`config.mk`:
```
export PLATFORM = sky130hd
export DESIGN_NAME = dice_roll_controller
export DESIGN_NICKNAME = d
export VERILOG_FILES = /design/src/rtl/dice_roll_controller.sv
export SDC_FILE = /design/constraint.sdc
export NUM_CORES = 1
export LEC_CHECK = 0
export ABC_AREA = 1
export CORE_MARGIN = 1.5
export CORE_UTILIZATION = 65
export CTS_CLUSTER_DIAMETER = 100
export CTS_CLUSTER_SIZE = 16
export DETAILED_ROUTE_END_ITERATION = 10
export PLACE_DENSITY = 0.82
export SLEW_MARGIN = 10
export SYNTH_ARGS = -nofsm -noshare
export SYNTH_HDL_FRONTEND = slang
export SYNTH_SLANG_ARGS = --single-unit
export TNS_END_PERCENT = 1
```
`constraint.sdc`:
```
create_clock -name clk -period 6.3 [get_ports clk]
set_clock_uncertainty 0.2 [all_clocks]
set_input_delay 0.945 -clock clk [delete_from_list [all_inputs] [get_ports clk]]
set_output_delay 0.945 -clock clk [all_outputs]
set_load 0.01 [all_outputs]
```
`src/rtl/dice_roll_controller.sv`:
```
// dice_roll_controller
//   Turns a debounced push-button into a dice roll for the eight_dice decoder.
//   While the button is held the face spins at a fixed rate. After release it
//   tumbles through SLOW_STEPS decelerating steps, each twice as long as the
//   one before, and then settles on a face.
// Ports:
//   clk     - single clock, rising edge
//   rst_n   - synchronous active-low reset
//   roll    - button level, asynchronous to clk, already debounced
//   s       - 3-bit face select to eight_dice
//   rolling - high while spinning or tumbling
//   done    - one-cycle pulse on the first cycle the final face is shown
module dice_roll_controller #(
  parameter int SPIN_DIV   = 4,
  parameter int SLOW_BASE  = 8,
  parameter int SLOW_STEPS = 4
) (
  input  logic       clk,
  input  logic       rst_n,
  input  logic       roll,
  output logic [2:0] s,
  output logic       rolling,
  output logic       done
);

  localparam int STEP_W = (SLOW_STEPS > 1) ? $clog2(SLOW_STEPS) : 1;
  localparam logic [15:0]       SPIN_LAST = 16'(SPIN_DIV - 1);
  localparam logic [15:0]       SLOW_LEN0 = 16'(SLOW_BASE);
  localparam logic [STEP_W-1:0] LAST_STEP = STEP_W'(SLOW_STEPS - 1);

  typedef enum logic [1:0] {IDLE, SPIN, SLOW} state_t;

  state_t            state_q, state_d;
  logic              sync1_q, sync2_q;
  logic [15:0]       tick_q, tick_d;
  logic [STEP_W-1:0] step_q, step_d;
  logic [2:0]        face_q, face_d;
  logic              rolling_q, rolling_d;
  logic              done_q, done_d;
  logic [15:0]       slow_len;

  // Each decelerating step is twice as long as the previous one.
  assign slow_len = SLOW_LEN0 << step_q;

  always_comb begin
    state_d = state_q;
    tick_d  = tick_q;
    step_d  = step_q;
    face_d  = face_q;
    done_d  = 1'b0;
    case (state_q)
      IDLE: begin
        if (sync2_q) begin
          state_d = SPIN;
          tick_d  = '0;
        end
      end
      SPIN: begin
        // Release wins over a coinciding advance.
        if (!sync2_q) begin
          state_d = SLOW;
          tick_d  = '0;
          step_d  = '0;
        end else if (tick_q == SPIN_LAST) begin
          face_d = face_q + 3'd1;
          tick_d = '0;
        end else begin
          tick_d = tick_q + 16'd1;
        end
      end
      SLOW: begin
        // Re-grab wins over a coinciding step completion and suppresses done.
        if (sync2_q) begin
          state_d = SPIN;
          tick_d  = '0;
          step_d  = '0;
        end else if (tick_q == slow_len - 16'd1) begin
          face_d = face_q + 3'd1;
          tick_d = '0;
          if (step_q == LAST_STEP) begin
            state_d = IDLE;
            step_d  = '0;
            done_d  = 1'b1;
          end else begin
            step_d = step_q + STEP_W'(1);
          end
        end else begin
          tick_d = tick_q + 16'd1;
        end
      end
      default: begin
        state_d = IDLE;
        tick_d  = '0;
        step_d  = '0;
      end
    endcase
    rolling_d = (state_d != IDLE);
  end

  always_ff @(posedge clk) begin
    if (!rst_n) begin
      sync1_q   <= 1'b0;
      sync2_q   <= 1'b0;
      state_q   <= IDLE;
      tick_q    <= '0;
      step_q    <= '0;
      face_q    <= '0;
      rolling_q <= 1'b0;
      done_q    <= 1'b0;
    end else begin
      sync1_q   <= roll;
      sync2_q   <= sync1_q;
      state_q   <= state_d;
      tick_q    <= tick_d;
      step_q    <= step_d;
      face_q    <= face_d;
      rolling_q <= rolling_d;
      done_q    <= done_d;
    end
  end

  assign s       = face_q;
  assign rolling = rolling_q;
  assign done    = done_q;

endmodule

```
==> flow_metrics.py, run 1 <==
metrics = {
    "floorplanning": {
        "die-area_mm2": 0.00330,
        "io_pins": 8,
        "rows": 19,
        "core_area_mm2": 0.00278,
        "start_util_pct": 69.3,
        "die_h_um": 57.4,
        "die_w_um": 57.4,
    },
    "timing": {
        "worst_slew_margin_rel_pct": 51.3,
        "fmax_ghz": 0.378,
        "rsz0062_at_grt": "no",
        "post-route-period-util_pct": 42.0,
        "finalCriticalPeriod_ns": 2.64,
        "drv_slew": 0,
        "tns_ns": 0,
        "hold_violations": 0,
        "setup_viol": 0,
        "worst_pin_slew_ns": 0.729,
    },
    "logic_synthesis": {
        "synth_mux_area_share_pct": 0,
        "synth_top_family_by_area": "simple AND/OR/NAND/NOR gates",
        "synth_adder_area_share_pct": 7.79,
        "avgSynthCellArea_um2": 6.51,
        "synth_compound_area_share_pct": 11.9,
        "yosysTopAreaCellShare_pct": 28.1,
        "yosys.area_share.simple_pct": 38.2,
        "synth_area_mm2": 0.00193,
        "synthCells": 296,
        "synth_top_cell_by_area": "dfxtp_1",
        "ys_types": 27,
        "synth_seq_cells": 27,
        "yosys_warnings": 0,
        "syn_nets": 311,
        "ys_top_cells_by_area": "dfxtp_1, nand2_1, inv_1",
        "synth-xor-area-share_pct": 2.27,
        "seq_area_frac_synth_pct": 28.1,
    },
    "clocking": {
        "cts.clk_slew.worst_paths_ns": 0.16,
        "clk_latency_ns": 0.33,
        "clock_tree.buffer_depth": 2,
        "cts_hold_buf": 0,
        "cts_tree": "done",
        "postCtsResizedCells": 0,
        "cts_root_buf": "clkbuf_4",
        "cts_setup_buffers": 0,
        "htree_levels": 1,
        "cts_buffers": 3,
        "cts_sinks": 27,
    },
    "global_route": {
        "grt_pass1_wl_um": 6730,
        "grt_pass1_vias": 1568,
        "grt_overflow": 0,
        "groute.usage.overall_pct": 25.5,
        "grt_start_max_net_pins": 20,
        "antenna_found_initial": 0,
    },
    "pwr": {
        "seqPwrFrac_pct": 61.5,
        "pwr-share-clk_pct": 28.5,
        "p_leak_nw": 0.924,
        "ir_worst_vdd_v": 0.000158,
        "switchingPower_mw": 0.0784,
        "power.share.switching_pct": 27.6,
        "internal_power_mw": 0.205,
        "cellPowerDensity_mw_per_mm2": 139,
        "p_comb_share_pct": 10.0,
    },
    "route": {
        "wl_um": 3930,
        "drc": 0,
        "vias": 1778,
        "routedWlPerCell_um": 11.8,
        "initialDrtViolationCount": 80,
        "first_pass_iters": 4,
        "drt-vias-per-instance": 5.34,
        "ant_nets": 0,
    },
    "final_layout": {
        "num-nets-final": 318,
        "drive_gt1_share_pct": 13.9,
        "fin_area_mm2": 0.00204,
        "final_cells": 333,
        "area_delta_synth_final_pct": 5.71,
        "antenna_cells": 0,
    },
    "critical_path": {
        "cp_max_fo": 19,
        "start_kind": "primary input",
        "worst_ep_arrival_time_ns": 2.74,
        "critPathMaxStageDelay_ns": 0.59,
        "cp_common_cell": "nand2_1",
        "critPathSlowestCell": "clkinv_1",
        "end_kind": "flip-flop",
        "crit_chain": "clkdlybuf4s50_1 > clkinv_1 > nor2_1 > o21ai_0 > inv_1 > nand2_1 > nand2_1",
        "crit_required_ns": 6.40,
        "critPathKind": "in2reg",
    },
    "min_path": {
        "hp-class": "reg2reg",
    },
    "placed_design": {
        "routabilityCongestion": 0.890,
        "port_buffers": 7,
        "placed_cells": 329,
        "placed_cell_area_mm2": 0.00201,
        "hpwl_um": 2970,
    },
    "run_status": {
        "status": "finished, final reports clean",
    },
    "flow_run": {
        "drv_cap": 0,
    },
}
final cells by class:
cell class	count	area, um^2
fillers	249	744
repair buffers	7	70.1
inverters	52	196
well taps	31	38.8
flip-flops and latches	27	541
clock inverters	1	7.51
multi-input cells	212	1160
clock buffers	3	22.5
power groups by stage:
stage	clock network, mW	logic [mW]	registers (mW)
2_1_floorplan	0	0.0207	0.178
3_3_place_gp	0	0.0278	0.178
3_5_place_dp	0	0.0284	0.178
4_1_cts	0.0824	0.0284	0.174
5_1_grt	0.0864	0.0321	0.175
6_report	0.0809	0.0284	0.174
metal layers:
layer	up-vias	GRT usage [%]	wire, um	share of wire [%]
met1	795	36.4	1970	50
met5	-	0	0	0
li1	941	-	-	-
met4	0	5.65	31	0.79
met2	38	41.9	1780	45
met3	4	2.49	154	3.9
state kept, by name (all words and copies together) (netlist names):
signal,flops
tick_q,16
s,3
state_q,2
step_q,2
done,1
rolling,1
sync1_q,1
sync2_q,1
synthesized netlist by cell type:
cell      count
o21ai_0      12
clkbuf_1      2
ha_1         12
o21ai_1       2
buf_2         2
clkinv_1      2
nand3_2       7
buf_6         1
clkinv_2      1
a21oi_1      13
nand2_2       9
nand2_4       2
inv_1        45
o21bai_1      1
nor2_1       38
nand4_1       8
dfxtp_1      27
nor2_4        2
xor2_1        5
inv_2         4
nor3_1        3
a31o_2        1
nor2_2        3
nand3_1      13
a21oi_2       9
nand3b_1      1
nand2_1      71
placed cells by master (no fill, tap or decap), types with 2 or more instances in the layout:
master,synthesis,final
inv_2,4,4
clkbuf_4,0,3
dfxtp_1,27,27
a21oi_2,9,9
clkinv_1,2,2
nor2_4,2,2
nand3_2,7,7
nand4_1,8,8
nor2_2,3,3
nand3_1,13,13
nand2_2,9,9
nor2_1,38,38
nand2_4,2,2
a21oi_1,13,13
clkdlybuf4s50_1,0,7
nor3_1,3,3
xor2_1,5,5
ha_1,12,12
inv_1,45,45
nand2_1,71,71
o21ai_1,2,2
o21ai_0,12,12
logic make-up (layout without fill, tap and decap cells):
kind of cell / Yosys count / count (layout)
fa+ha+maj: 12 / 12
xor+xnor: 5 / 5
flops: 27 / 27
buf+inv: 57 / 63
simple gates: 157 / 157
compound gates: 38 / 38
stage by stage:
step	util [%]	setup WS (ns)	total power [mW]	hold WS [ns]
after floorplan	-	4.13	0.199	0.190
after CTS	73.2	3.65	0.285	0.230
final	73.2	3.66	0.284	0.228
after global placement	72.2	3.37	0.206	0.194
after global routing	73.2	3.39	0.293	0.254
after detailed placement	72.2	3.26	0.206	0.200
worst max-delay path, delay by kind of cell:
kind	cells	cell delay, ns
AOI/OAI and AO/OA	1	0.12
buffers and inverters	3	1.23
and+or+nand+nor	3	0.44
path summary, 6_finish.rpt:
check               end  cells after the start  slack, ns        from
max             rolling                      7       3.66       rst_n
min             sync2_q                      2       0.23     sync1_q
max reg2reg  tick_q[10]                     11       3.82  state_q[1]
min reg2reg     sync2_q                      2       0.23     sync1_q
Power figures use the tool's default switching activity.
==> run 2: changes to the inputs <==
- CORE_UTILIZATION: 65 -> 60
- PLACE_DENSITY: 0.82 -> 0.76
- clock period: 6.3 -> 2.7 ns (I/O delays scaled with it)
==> run 2 against run 1 <==
Flip-flop and latch count unchanged. Total power rose by 130%. Cell count grew 4.8%. Clock power rose by 120%. Highest routed layer unchanged. Count of clock-buffer cells in the layout is the same. Design area grew 1.8%. Core utilization down 5.3 points. Via count fell by 2.0%. Combinational power increased by 150%. First-iteration DRC count fell by 21%. Worst hold slack worse by 0.0020 ns. Global-route usage decreased by 2.5 points.
==> flow_metrics.py, run 2 (synthesis results as in run 1) <==
metrics = {
    "timing": {
        "fin_ws_ns": 0.376,
        "fmax_ghz": 0.430,
        "drv_slew": 0,
        "worst_pin_slew_ns": 0.394,
        "finalCriticalPeriod_ns": 2.32,
        "worst_slew_margin_rel_pct": 73.7,
        "rsz0062_at_grt": "no",
        "setup_viol": 0,
        "post-route-period-util_pct": 86.1,
        "tns_ns": 0,
        "hold_violations": 0,
    },
    "placed_design": {
        "hpwl_um": 2960,
        "placed_cell_area_mm2": 0.00205,
        "port_buffers": 7,
        "pre_cts_ws_ns": 0.392,
        "routabilityCongestion": 0.878,
    },
    "final_layout": {
        "largest_reg_flops": 16,
        "fin_area_mm2": 0.00207,
        "antenna_cells": 0,
        "drive_gt1_share_pct": 14.8,
        "top_register": "tick_q",
        "mostFrequentLayoutCell": "nand2_1",
        "area_delta_synth_final_pct": 7.60,
        "num-nets-final": 321,
        "final_cell_mix": "nand2_1, inv_1, nor2_1, dfxtp_1",
    },
    "clocking": {
        "postCtsResizedCells": 0,
        "clk_latency_ns": 0.32,
        "clock_tree.buffer_depth": 2,
        "cts_sinks": 27,
        "cts_setup_buffers": 0,
        "cts_root_buf": "clkbuf_4",
        "cts_tree": "done",
        "cts.clk_slew.worst_paths_ns": 0.15,
        "cts_hold_buf": 0,
        "cts_buffers": 3,
        "htree_levels": 1,
    },
    "critical_path": {
        "start_kind": "flip-flop",
        "cp_top_family": "simple AND/OR/NAND/NOR gates",
        "critPathSlowestCell": "dfxtp_1",
        "end_kind": "flip-flop",
        "cp_max_fo": 16,
        "critPathMaxStageDelay_ns": 0.45,
        "worst_ep_arrival_time_ns": 2.35,
        "critPathKind": "reg2reg",
        "cp_num_buf_inv": 2,
        "cp_common_cell": "nand2_1",
        "crit_start": "step_q[0]",
        "crit_chain": "inv_1 > ha_1 > inv_1 > ha_1 > nand2_1 > nand2_1 > nor2_1 > nand2_1 > nor2_2 > nand3_2 > nand2_4 > nand2_4 > nand3_1 > a21oi_1",
        "crit_required_ns": 2.73,
        "rr_startpoint": "step_q[0]",
    },
    "floorplanning": {
        "start_util_pct": 63.1,
        "io_pins": 8,
        "die_h_um": 59.7,
        "die-area_mm2": 0.00356,
        "rows": 20,
        "core_area_mm2": 0.00305,
        "die_w_um": 59.7,
    },
    "route": {
        "drc": 0,
        "vias": 1743,
        "ant_nets": 0,
        "routedWlPerCell_um": 11.1,
        "initialDrtViolationCount": 63,
        "drt-vias-per-instance": 4.99,
        "first_pass_iters": 4,
        "wl_um": 3870,
    },
    "min_path": {
        "min-delay-start": "sync1_q",
        "hp-class": "reg2reg",
    },
    "run_status": {
        "status": "finished, final reports clean",
    },
    "pwr": {
        "power_mw": 0.656,
        "cellPowerDensity_mw_per_mm2": 317,
        "ir_worst_vdd_v": 0.000288,
        "p_leak_nw": 0.942,
    },
    "global_route": {
        "groute.usage.overall_pct": 23.1,
        "grt_start_max_net_pins": 18,
        "grt_pass1_vias": 1462,
        "antenna_found_initial": 0,
        "grt_pass1_wl_um": 6450,
        "grt_overflow": 0,
    },
    "flow_run": {
        "drv_cap": 0,
    },
}
[run 2: cell types whose count changed in the layout (fill, tap and decap cells not counted), sizes merged]
cell      previous run  this run
buf                  0         3
clkinv               3         4
clkinvlp             1         0
[run 2: power breakdown]
part | internal, mW | total (mW) | switching [mW]
sequential | 0.403 | 0.407 | 0.00351
combinational | 0.0224 | 0.0709 | 0.0484
clock | 0.0555 | 0.179 | 0.123
[run 2: final timing paths]
kind         slack (ns)  cells past startpoint         end
max                0.38                     14  tick_q[13]
min                0.23                      2     sync2_q
max reg2reg        0.38                     14  tick_q[13]
min reg2reg        0.23                      2     sync2_q
[run 2: metal layers]
layer	part of all wire (%)	vias to the layer above	GRT usage, %
li1	-	946	-
met1	51	762	34.6
met2	44	33	35.6
met3	4.2	2	1.95
met4	0.57	0	5.71
met5	0	-	0
[run 2: worst register-to-register path, cell delays in order, from the launching register on]
cell and delay [ns]:
dfxtp_1 0.45, inv_1 0.09, ha_1 0.22, inv_1 0.09, ha_1 0.24, nand2_1 0.07, nand2_1 0.06, nor2_1 0.08
nand2_1 0.06, nor2_2 0.11, nand3_2 0.11, nand2_4 0.11, nand2_4 0.16, nand3_1 0.12, a21oi_1 0.06
[run 2: area by class of cell]
class,count,area (um^2)
Inverter,52,196
Tap cell,44,55.1
Timing Repair Buffer,10,92.6
Fill cell,285,980
Multi-Input combinational cell,212,1160
Sequential cell,27,541
Clock inverter,1,5.00
Clock buffer,3,22.5
[run 2: per-stage QoR]
stage	cells	utilization, %	hold slack [ns]
detailed placement	345	67.0	0.197
global route	349	67.9	0.239
CTS	349	67.9	0.226
finish	349	67.9	0.226
global placement	345	67.0	0.199
floorplan	296	-	0.190
==> run 3: changes to the inputs <==
==> constraint.sdc (replaced) <==
create_clock -name clk -period 2.7 [get_ports clk]
set_clock_uncertainty 0.2 [all_clocks]
set_input_delay 0.54 -clock clk [delete_from_list [all_inputs] [get_ports clk]]
set_output_delay 0.54 -clock clk [all_outputs]
set_load 0.01 [all_outputs]
==> results of run 3 <==
No change in the layout: final DEF, timing and power equal those of run 2.
